==> src/rtl/mux_channel_scanner_pkg.sv <==
// Shared definitions for the mux channel scanner: state encodings and sizing constants.
package mux_channel_scanner_pkg;

    localparam int unsigned NumCh = 4;
    localparam int unsigned ChW   = 2;
    localparam int unsigned CntW  = 4;

    typedef enum logic [1:0] {
        StIdle = 2'd0,
        StScan = 2'd1,
        StDone = 2'd2
    } state_e;

endpackage

==> src/rtl/mux_next_chan.sv <==
// Combinational search for the lowest set mask bit strictly above the current channel index.
module mux_next_chan
    import mux_channel_scanner_pkg::*;
(
    input  logic [NumCh-1:0] mask,
    input  logic [ChW-1:0]   cur,
    output logic [ChW-1:0]   nxt,
    output logic             found
);

    // Walk downwards so the lowest qualifying index is the last one written.
    always_comb begin
        found = 1'b0;
        nxt   = cur;
        for (int i = int'(NumCh) - 1; i >= 0; i--) begin
            if (mask[i] && (i > int'(cur))) begin
                found = 1'b1;
                nxt   = ChW'(i);
            end
        end
    end

endmodule

==> src/rtl/mux_channel_scanner.sv <==
// Sequences a 4:1 mux select through the masked channels, lets each settle, and captures
// the returned bit per channel into a scan word handed off with a valid/ready pair.
module mux_channel_scanner
    import mux_channel_scanner_pkg::*;
#(
    parameter int unsigned SETTLE_CYCLES = 2
) (
    input  logic             clk,
    input  logic             rst_n,
    input  logic             start,
    input  logic [NumCh-1:0] chan_mask,
    input  logic             y_in,
    output logic [ChW-1:0]   sel,
    output logic             busy,
    output logic [NumCh-1:0] data_out,
    output logic             data_valid,
    input  logic             data_ready
);

    localparam logic [CntW-1:0] CntLast = CntW'(SETTLE_CYCLES - 1);

    state_e           state_q, state_d;
    logic [ChW-1:0]   sel_q, sel_d;
    logic [NumCh-1:0] data_q, data_d;
    logic [NumCh-1:0] mask_q, mask_d;
    logic [CntW-1:0]  cnt_q, cnt_d;
    logic             busy_q, busy_d;
    logic             valid_q, valid_d;

    logic [ChW-1:0]   next_idx, above0_idx, first_idx;
    logic             next_found, above0_found, any_set;

    mux_next_chan u_next_chan (
        .mask  (mask_q),
        .cur   (sel_q),
        .nxt   (next_idx),
        .found (next_found)
    );

    // The search is strictly-above, so channel 0 is tested directly for the first pick.
    mux_next_chan u_first_chan (
        .mask  (chan_mask),
        .cur   (ChW'(0)),
        .nxt   (above0_idx),
        .found (above0_found)
    );

    assign first_idx = chan_mask[0] ? ChW'(0) : above0_idx;
    assign any_set   = chan_mask[0] | above0_found;

    always_comb begin
        state_d = state_q;
        sel_d   = sel_q;
        data_d  = data_q;
        mask_d  = mask_q;
        cnt_d   = cnt_q;
        unique case (state_q)
            StIdle: begin
                sel_d = '0;
                if (start) begin
                    mask_d = chan_mask;
                    data_d = '0;
                    cnt_d  = '0;
                    if (any_set) begin
                        state_d = StScan;
                        sel_d   = first_idx;
                    end else begin
                        state_d = StDone;
                    end
                end
            end
            StScan: begin
                if (cnt_q == CntLast) begin
                    data_d[sel_q] = y_in;
                    cnt_d         = '0;
                    if (next_found) begin
                        sel_d = next_idx;
                    end else begin
                        state_d = StDone;
                    end
                end else begin
                    cnt_d = cnt_q + CntW'(1);
                end
            end
            StDone: begin
                if (data_ready) begin
                    state_d = StIdle;
                    sel_d   = '0;
                end
            end
            default: begin
                state_d = StIdle;
                sel_d   = '0;
            end
        endcase
        busy_d  = (state_d != StIdle);
        valid_d = (state_d == StDone);
    end

    always_ff @(posedge clk) begin
        if (!rst_n) begin
            state_q <= StIdle;
            sel_q   <= '0;
            data_q  <= '0;
            mask_q  <= '0;
            cnt_q   <= '0;
            busy_q  <= 1'b0;
            valid_q <= 1'b0;
        end else begin
            state_q <= state_d;
            sel_q   <= sel_d;
            data_q  <= data_d;
            mask_q  <= mask_d;
            cnt_q   <= cnt_d;
            busy_q  <= busy_d;
            valid_q <= valid_d;
        end
    end

    assign sel        = sel_q;
    assign busy       = busy_q;
    assign data_out   = data_q;
    assign data_valid = valid_q;

endmodule

==> config.mk <==
export PLATFORM = sky130hd
export DESIGN_NAME = mux_channel_scanner
export DESIGN_NICKNAME = d
export VERILOG_FILES = /design/src/rtl/mux_channel_scanner_pkg.sv /design/src/rtl/mux_next_chan.sv /design/src/rtl/mux_channel_scanner.sv
export SDC_FILE = /design/constraint.sdc
export NUM_CORES = 1
export LEC_CHECK = 0
export CAP_MARGIN = 20
export CORE_MARGIN = 2
export CORE_UTILIZATION = 49
export DETAILED_ROUTE_END_ITERATION = 8
export MAX_ROUTING_LAYER = met4
export PLACE_DENSITY = 0.74
export SYNTH_ARGS = -nofsm -noshare
export SYNTH_HDL_FRONTEND = slang
export SYNTH_SLANG_ARGS = --single-unit
==> constraint.sdc <==
create_clock -name clk -period 1.8 [get_ports clk]
set_clock_uncertainty 0.2 [all_clocks]
set_input_delay 0.18 -clock clk [delete_from_list [all_inputs] [get_ports clk]]
set_output_delay 0.18 -clock clk [all_outputs]
set_load 0.005 [all_outputs]
==> impl_metrics.py, run 1 <==
metrics = {
    "floorplan": {
        "core_um2": 1690,
        "die_y_um": 46.0,
        "die_w_um": 46.0,
        "dieArea_um2": 2120,
        "rows": 15,
        "start_util": 0.512,
        "pin_count": 17,
    },
    "layout": {
        "syn2layout_area_growth_pct": 33.7,
        "multi_input_area_um2": 517,
        "layout-drive-gt1-share": 0.159,
        "utilization": 0.684,
        "num-fill-cells": 142,
        "nets": 138,
        "diodes": 0,
        "seqCellArea_um2": 342,
    },
    "placed_design": {
        "hpwl_um": 1540,
        "gp_congestion": 0.848,
        "portBuffers": 16,
        "dp_worst_setup_slack_ps": -81.8,
    },
    "setup_path": {
        "r2r_start": "cnt_q[1]",
        "end_kind": "flip-flop",
        "worstSetupPathType": "reg2reg",
        "critPathRequiredTime_ps": 1830,
        "cp_max_fo": 8,
        "startpoint": "cnt_q[1]",
        "arrival_ps": 1780,
        "startpoint_type": "flip-flop",
    },
    "routing": {
        "wl_per_cell_um": 14.2,
        "drc": 0,
        "detail-route-antenna-nets": 0,
        "vias_per_cell": 5.93,
        "dr_total_vias": 848,
        "drtIter0Drc": 23,
        "dr.pass1.iters": 4,
        "routed_wl_um": 2030,
    },
    "min_path": {
        "min_path_type": "reg2reg",
        "min_from": "data_out[2]",
    },
    "clock_network": {
        "clk_pin_slew_ps": 100,
        "clkLatencyLatePin_ps": 280,
        "cts_root_buffer": "clkbuf_4",
        "clockBufferDepth": 2,
        "cts_tree": "done",
        "cts_buffers": 3,
        "htreeDepth": 1,
        "clock_sinks": 17,
    },
    "synth": {
        "synthFlopType": "dfxtp_1",
        "synth-seq-cells": 17,
        "synth_top_area_cell": "dfxtp_1",
        "synth_area_leaders": "dfxtp_1 (39%), nand2_1 (4.8%), a21boi_0 (4.3%), nor2_1 (3.0%), ha_1 (2.9%)",
        "syn_inst": 97,
        "syn_area_per_cell_um2": 8.91,
        "yosys_warnings": 0,
        "synth_top_area_share": 0.394,
        "ys_seq_area_frac": 0.394,
        "syn_area_um2": 865,
        "synthArstFlopShare": 0,
        "synthesis.nets": 108,
        "synth_cell_types": 39,
        "synth_edf_count": 0,
    },
    "flow_run": {
        "cap_violations": 0,
    },
    "global_route": {
        "antenna_found_initial": 0,
        "grt_max_degree": 16,
        "overflow": 0,
        "grt_pass1_vias": 763,
        "grt.total_usage": 0.227,
        "grt_pass1_wl_um": 3330,
    },
    "timing": {
        "finalSetupViolCount": 0,
        "drv_slew": 0,
        "rsz0062_at_grt": "false",
        "max_freq_mhz": 571,
        "relSlewSlack": 0.614,
        "finalHoldViolCount": 0,
        "whs_ps": 274,
        "post-route-period-util": 0.974,
        "fin_crit_ps": 1750,
        "setup_ws_ps": 47.2,
        "tightest_slew_ps": 573,
    },
    "power_and_ir_drop": {
        "vdd_drop_max_mv": 0.502,
        "p_leak_nw": 0.457,
        "p_per_area_nw_per_um2": 796,
    },
    "status": {
        "status": "finished, final reports clean",
    },
}
==> where the power goes <==
group / internal, mW / switching, mW / total (mW)
Clock: 0.0860 / 0.121 / 0.207
Combinational: 0.139 / 0.135 / 0.274
Sequential: 0.407 / 0.0329 / 0.439
==> cell usage after synthesis, drive strengths merged, types with 3 or more instances <==
master,number
a21boi,5
nor2b,4
nor2,7
nand2,11
and2,3
nand4,3
o21ai,6
a21oi,3
a31oi,3
dfxtp,17
==> what timing repair did <==
item	CTS	global route
hold buffers	0	0
resized for setup	0	4
setup buffers	0	2
setup endpoints to repair	0	9
==> registers in the layout (all words and copies together), names as in the netlist <==
| signal | count |
|---|---|
| cnt_q | 4 |
| data_out | 4 |
| mask_q | 3 |
| state_q | 2 |
| busy | 1 |
| sel | 2 |
| data_valid | 1 |
==> through the flow <==
stage               TNS [ps]  instance area, µm²  instances  power, mW
finish                     0                1160        143      0.920
global route               0                1160        143      0.977
CTS                        0                1120        141      0.905
detailed placement      -268                1100        137      0.700
global placement        -155                1100        137      0.691
floorplan                  0                 865         97      0.586
==> per-layer routing <==
metal,global-route usage,wire (µm)
met3,0.0357,57
met4,0.137,83
met1,0.258,879
met5,-,0
met2,0.367,1010
==> cell usage in the layout, fill, tap and decap left out, drive strengths merged <==
cell type / instances
nand4: 3
a31oi: 3
nand2b: 2
o21ai: 6
nand2: 11
o21bai: 1
a21oi: 3
o311ai: 1
o221a: 1
nor3b: 2
mux2i: 2
nor2: 7
o32ai: 1
clkdlybuf4s50: 16
or3b: 2
o31a: 1
buf: 11
nor3: 2
o211ai: 1
a21boi: 5
nand4b: 1
nor2b: 4
o211a: 1
and3: 2
o31ai: 1
a21bo: 1
dfxtp: 17
nand3: 2
a41oi: 1
nor4: 1
ha: 2
inv: 2
o21a: 1
or4: 1
a21o: 1
clkbuf: 4
and2: 3
==> critical path, stage by stage, from the launching register on <==
cell     delay [ps]
dfxtp_2         350
inv_1            60
ha_1            200
nor3b_4         150
buf_4           160
buf_4           140
o32ai_1         270
and2_1          170
==> layout make-up <==
type / count / share of cell area
Multi-Input combinational cell: 76 / 0.447
Sequential cell: 17 / 0.295
Timing Repair Buffer: 27 / 0.210
Clock buffer: 4 / 0.0227
Tap cell: 17 / 0.0184
Inverter: 2 / 0.00649
==> cells by family after synthesis <==
logic type	Yosys count	synth area share
compound gates	29	0.242
fa+ha+maj	2	0.0289
buf+inv	4	0.0260
flops	17	0.394
mux	2	0.0232
simple gates	43	0.287
==> path summary, 6_finish.rpt <==
kind	to	slack (ps)	cells after the start
hold / removal	data_out[2]	270	2
setup reg to reg	cnt_q[1]	50	7
hold reg to reg	data_out[2]	270	2
setup / recovery	cnt_q[1]	50	7
Power figures use the tool's default switching activity.
==> run 2: changes to the inputs <==
CORE_UTILIZATION = 51   (was 49)
PLACE_DENSITY = 0.75   (was 0.74)
SYNTH_HIERARCHICAL = 1   (was not set)
==> run 2 against run 1 <==
- first-iteration DRC count fell by 17%
- via count up 12%
- critical path type is now in2reg
- area after synthesis rose by 13%
- global-route usage is 1.1 points lower
- hold slack worse by 8.1 ps
- largest cell class unchanged
- critical endpoint is now data_valid
- largest power group unchanged
==> impl_metrics.py, run 2 <==
metrics = {
    "clock_network": {
        "clkLatencyLatePin_ps": 290,
        "clk_pin_slew_ps": 100,
        "htreeDepth": 1,
        "clockBufferDepth": 2,
        "cts_root_buffer": "clkbuf_4",
        "cts_buffers": 3,
        "clock_sinks": 17,
        "cts_tree": "done",
    },
    "setup_path": {
        "startpoint": "chan_mask[3]",
        "worstSetupPathType": "in2reg",
        "critical_path.top_delay_family": "simple AND/OR/NAND/NOR gates",
        "cp_max_fo": 3,
        "r2r_end": "data_out[2]",
        "cp_cell_sequence": "clkdlybuf4s50_1, nor2_1, o22ai_1, or4b_1, a21oi_1, o21a_1",
        "crit_path_end": "data_valid",
        "rrSetupSlack_ps": 120,
        "startpoint_type": "primary input",
        "end_kind": "flip-flop",
        "arrival_ps": 1740,
        "crit_cells": 6,
        "r2r_start": "cnt_q[1]",
        "reg2reg_depth": 6,
        "critPathMaxStageDelay_ps": 470,
        "cp.buffers_inverters": 1,
        "critPathRequiredTime_ps": 1840,
        "cp_slowest_cell": "or4b_1",
    },
    "floorplan": {
        "die_y_um": 47.7,
        "die_w_um": 47.7,
        "pin_count": 17,
        "core_um2": 1760,
        "rows": 15,
        "start_util": 0.552,
        "dieArea_um2": 2270,
    },
    "placed_design": {
        "portBuffers": 16,
        "gp_congestion": 0.783,
        "hpwl_um": 1590,
        "dpl_cell_area_um2": 1220,
    },
    "routing": {
        "vias_per_cell": 5.68,
        "wl_per_cell_um": 12.8,
        "drc": 0,
        "detail-route-antenna-nets": 0,
        "routed_wl_um": 2130,
        "dr_total_vias": 949,
        "dr.pass1.iters": 4,
        "drtIter0Drc": 19,
    },
    "global_route": {
        "overflow": 0,
        "grt_pass1_vias": 772,
        "grt_pass1_wl_um": 3370,
        "antenna_found_initial": 0,
        "grt.total_usage": 0.215,
        "grt_max_degree": 11,
    },
    "timing": {
        "drv_slew": 0,
        "fin_crit_ps": 1690,
        "relSlewSlack": 0.645,
        "finalSetupViolCount": 0,
        "finalHoldViolCount": 0,
        "tightest_slew_ps": 531,
        "max_freq_mhz": 591,
        "rsz0062_at_grt": "false",
        "post-route-period-util": 0.940,
    },
    "layout": {
        "diodes": 0,
        "mostFrequentLayoutCells": "clkdlybuf4s50_1 (16), dfxtp_1 (15), nor2_1 (14), buf_4 (10), a21oi_1 (9)",
        "syn2layout_area_growth_pct": 30.5,
        "final_common_cell": "clkdlybuf4s50_1",
        "num-fill-cells": 155,
        "nets": 154,
        "layout-drive-gt1-share": 0.232,
        "stdcell_area_um2": 1270,
    },
    "synth": {
        "syn_area_um2": 973,
        "syn_area_per_cell_um2": 8.69,
        "yosys_warnings": 6,
        "syn_inst": 112,
    },
    "power_and_ir_drop": {
        "p_leak_nw": 0.492,
        "vdd_drop_max_mv": 0.534,
        "total_power_mw": 0.839,
        "p_per_area_nw_per_um2": 661,
    },
    "flow_run": {
        "cap_violations": 0,
    },
    "min_path": {
        "min_path_type": "reg2reg",
    },
    "status": {
        "status": "finished, final reports clean",
    },
}
==> run 2: changes by cell type in the layout (fill, tap and decap cells not counted), sizes merged, moves of 3 or more <==
| cell | before | now |
|---|---|---|
| nor2 | 7 | 15 |
| inv | 2 | 7 |
| a21boi | 5 | 0 |
| a21oi | 3 | 13 |
| and2 | 3 | 0 |
| nand2 | 11 | 4 |
| conb | 0 | 6 |
==> run 2: worst min-delay path by stage <==
stage                     cells past startpoint     endpoint          from  slack, ps
after global routing                          2     cnt_q[1]      cnt_q[1]        290
after floorplan                               2    mask_q[1]  chan_mask[1]        130
final                                         2     cnt_q[1]      cnt_q[1]        270
after detailed placement                      2  data_out[1]   data_out[1]        280
after CTS                                     2  data_out[1]   data_out[1]        300
after global placement                        2  data_out[3]   data_out[3]        270
==> run 2: area by class of cell <==
cell class | count | area, µm² | area share
Sequential cell | 17 | 343 | 0.270
Timing Repair Buffer | 26 | 235 | 0.185
Clock buffer | 3 | 22.5 | 0.0177
Multi-Input combinational cell | 88 | 607 | 0.478
Clock inverter | 1 | 5.00 | 0.00394
Tap cell | 25 | 31.3 | 0.0246
Inverter | 7 | 26.3 | 0.0207
==> run 2: layer usage <==
layer  part of all wire  vias to the layer above  track usage
li1                   -                      466            -
met1               0.47                      448        0.297
met2               0.46                       31        0.323
met3              0.053                        4       0.0453
met4             0.0098                        0       0.0486
met5                  0                        -            -
==> run 2: repair_timing <==
action,CTS,global route
setup buffers,0,1
pin swaps,0,2
hold buffers,0,0
setup endpoints to repair,1,4
endpoints found under the hold margin,0,0
gates cloned,0,0
resized for setup,1,4
==> run 2: worst min-delay path, stage by stage, from the launching register on <==
cell	delay, ps
dfxtp_2	340
nand2_1	50
a21oi_1	50
==> run 2: through the flow <==
stage / setup slack, ps / hold slack, ps / setup TNS (ps) / cells / utilization
after CTS: 66.0 / 297 / 0 / 166 / 0.708
after floorplan: 171 / 127 / 0 / 117 / -
final: 108 / 266 / 0 / 167 / 0.720
after global routing: 12.2 / 292 / 0 / 167 / 0.720
after global placement: -131 / 270 / -312 / 162 / 0.691
after detailed placement: -193 / 283 / -424 / 162 / 0.691
==> run 2: where the power goes <==
| group | total [mW] | switching, mW | internal (mW) |
|---|---|---|---|
| Clock | 0.206 | 0.123 | 0.0826 |
| Combinational | 0.217 | 0.109 | 0.108 |
| Sequential | 0.416 | 0.0220 | 0.394 |
==> run 3: changes to the inputs <==
CTS_CLUSTER_SIZE = 16   (was not set)
TNS_END_PERCENT = 50   (was not set)
==> results of run 3 <==
Final layout, timing and power as in run 2 (identical DEF).
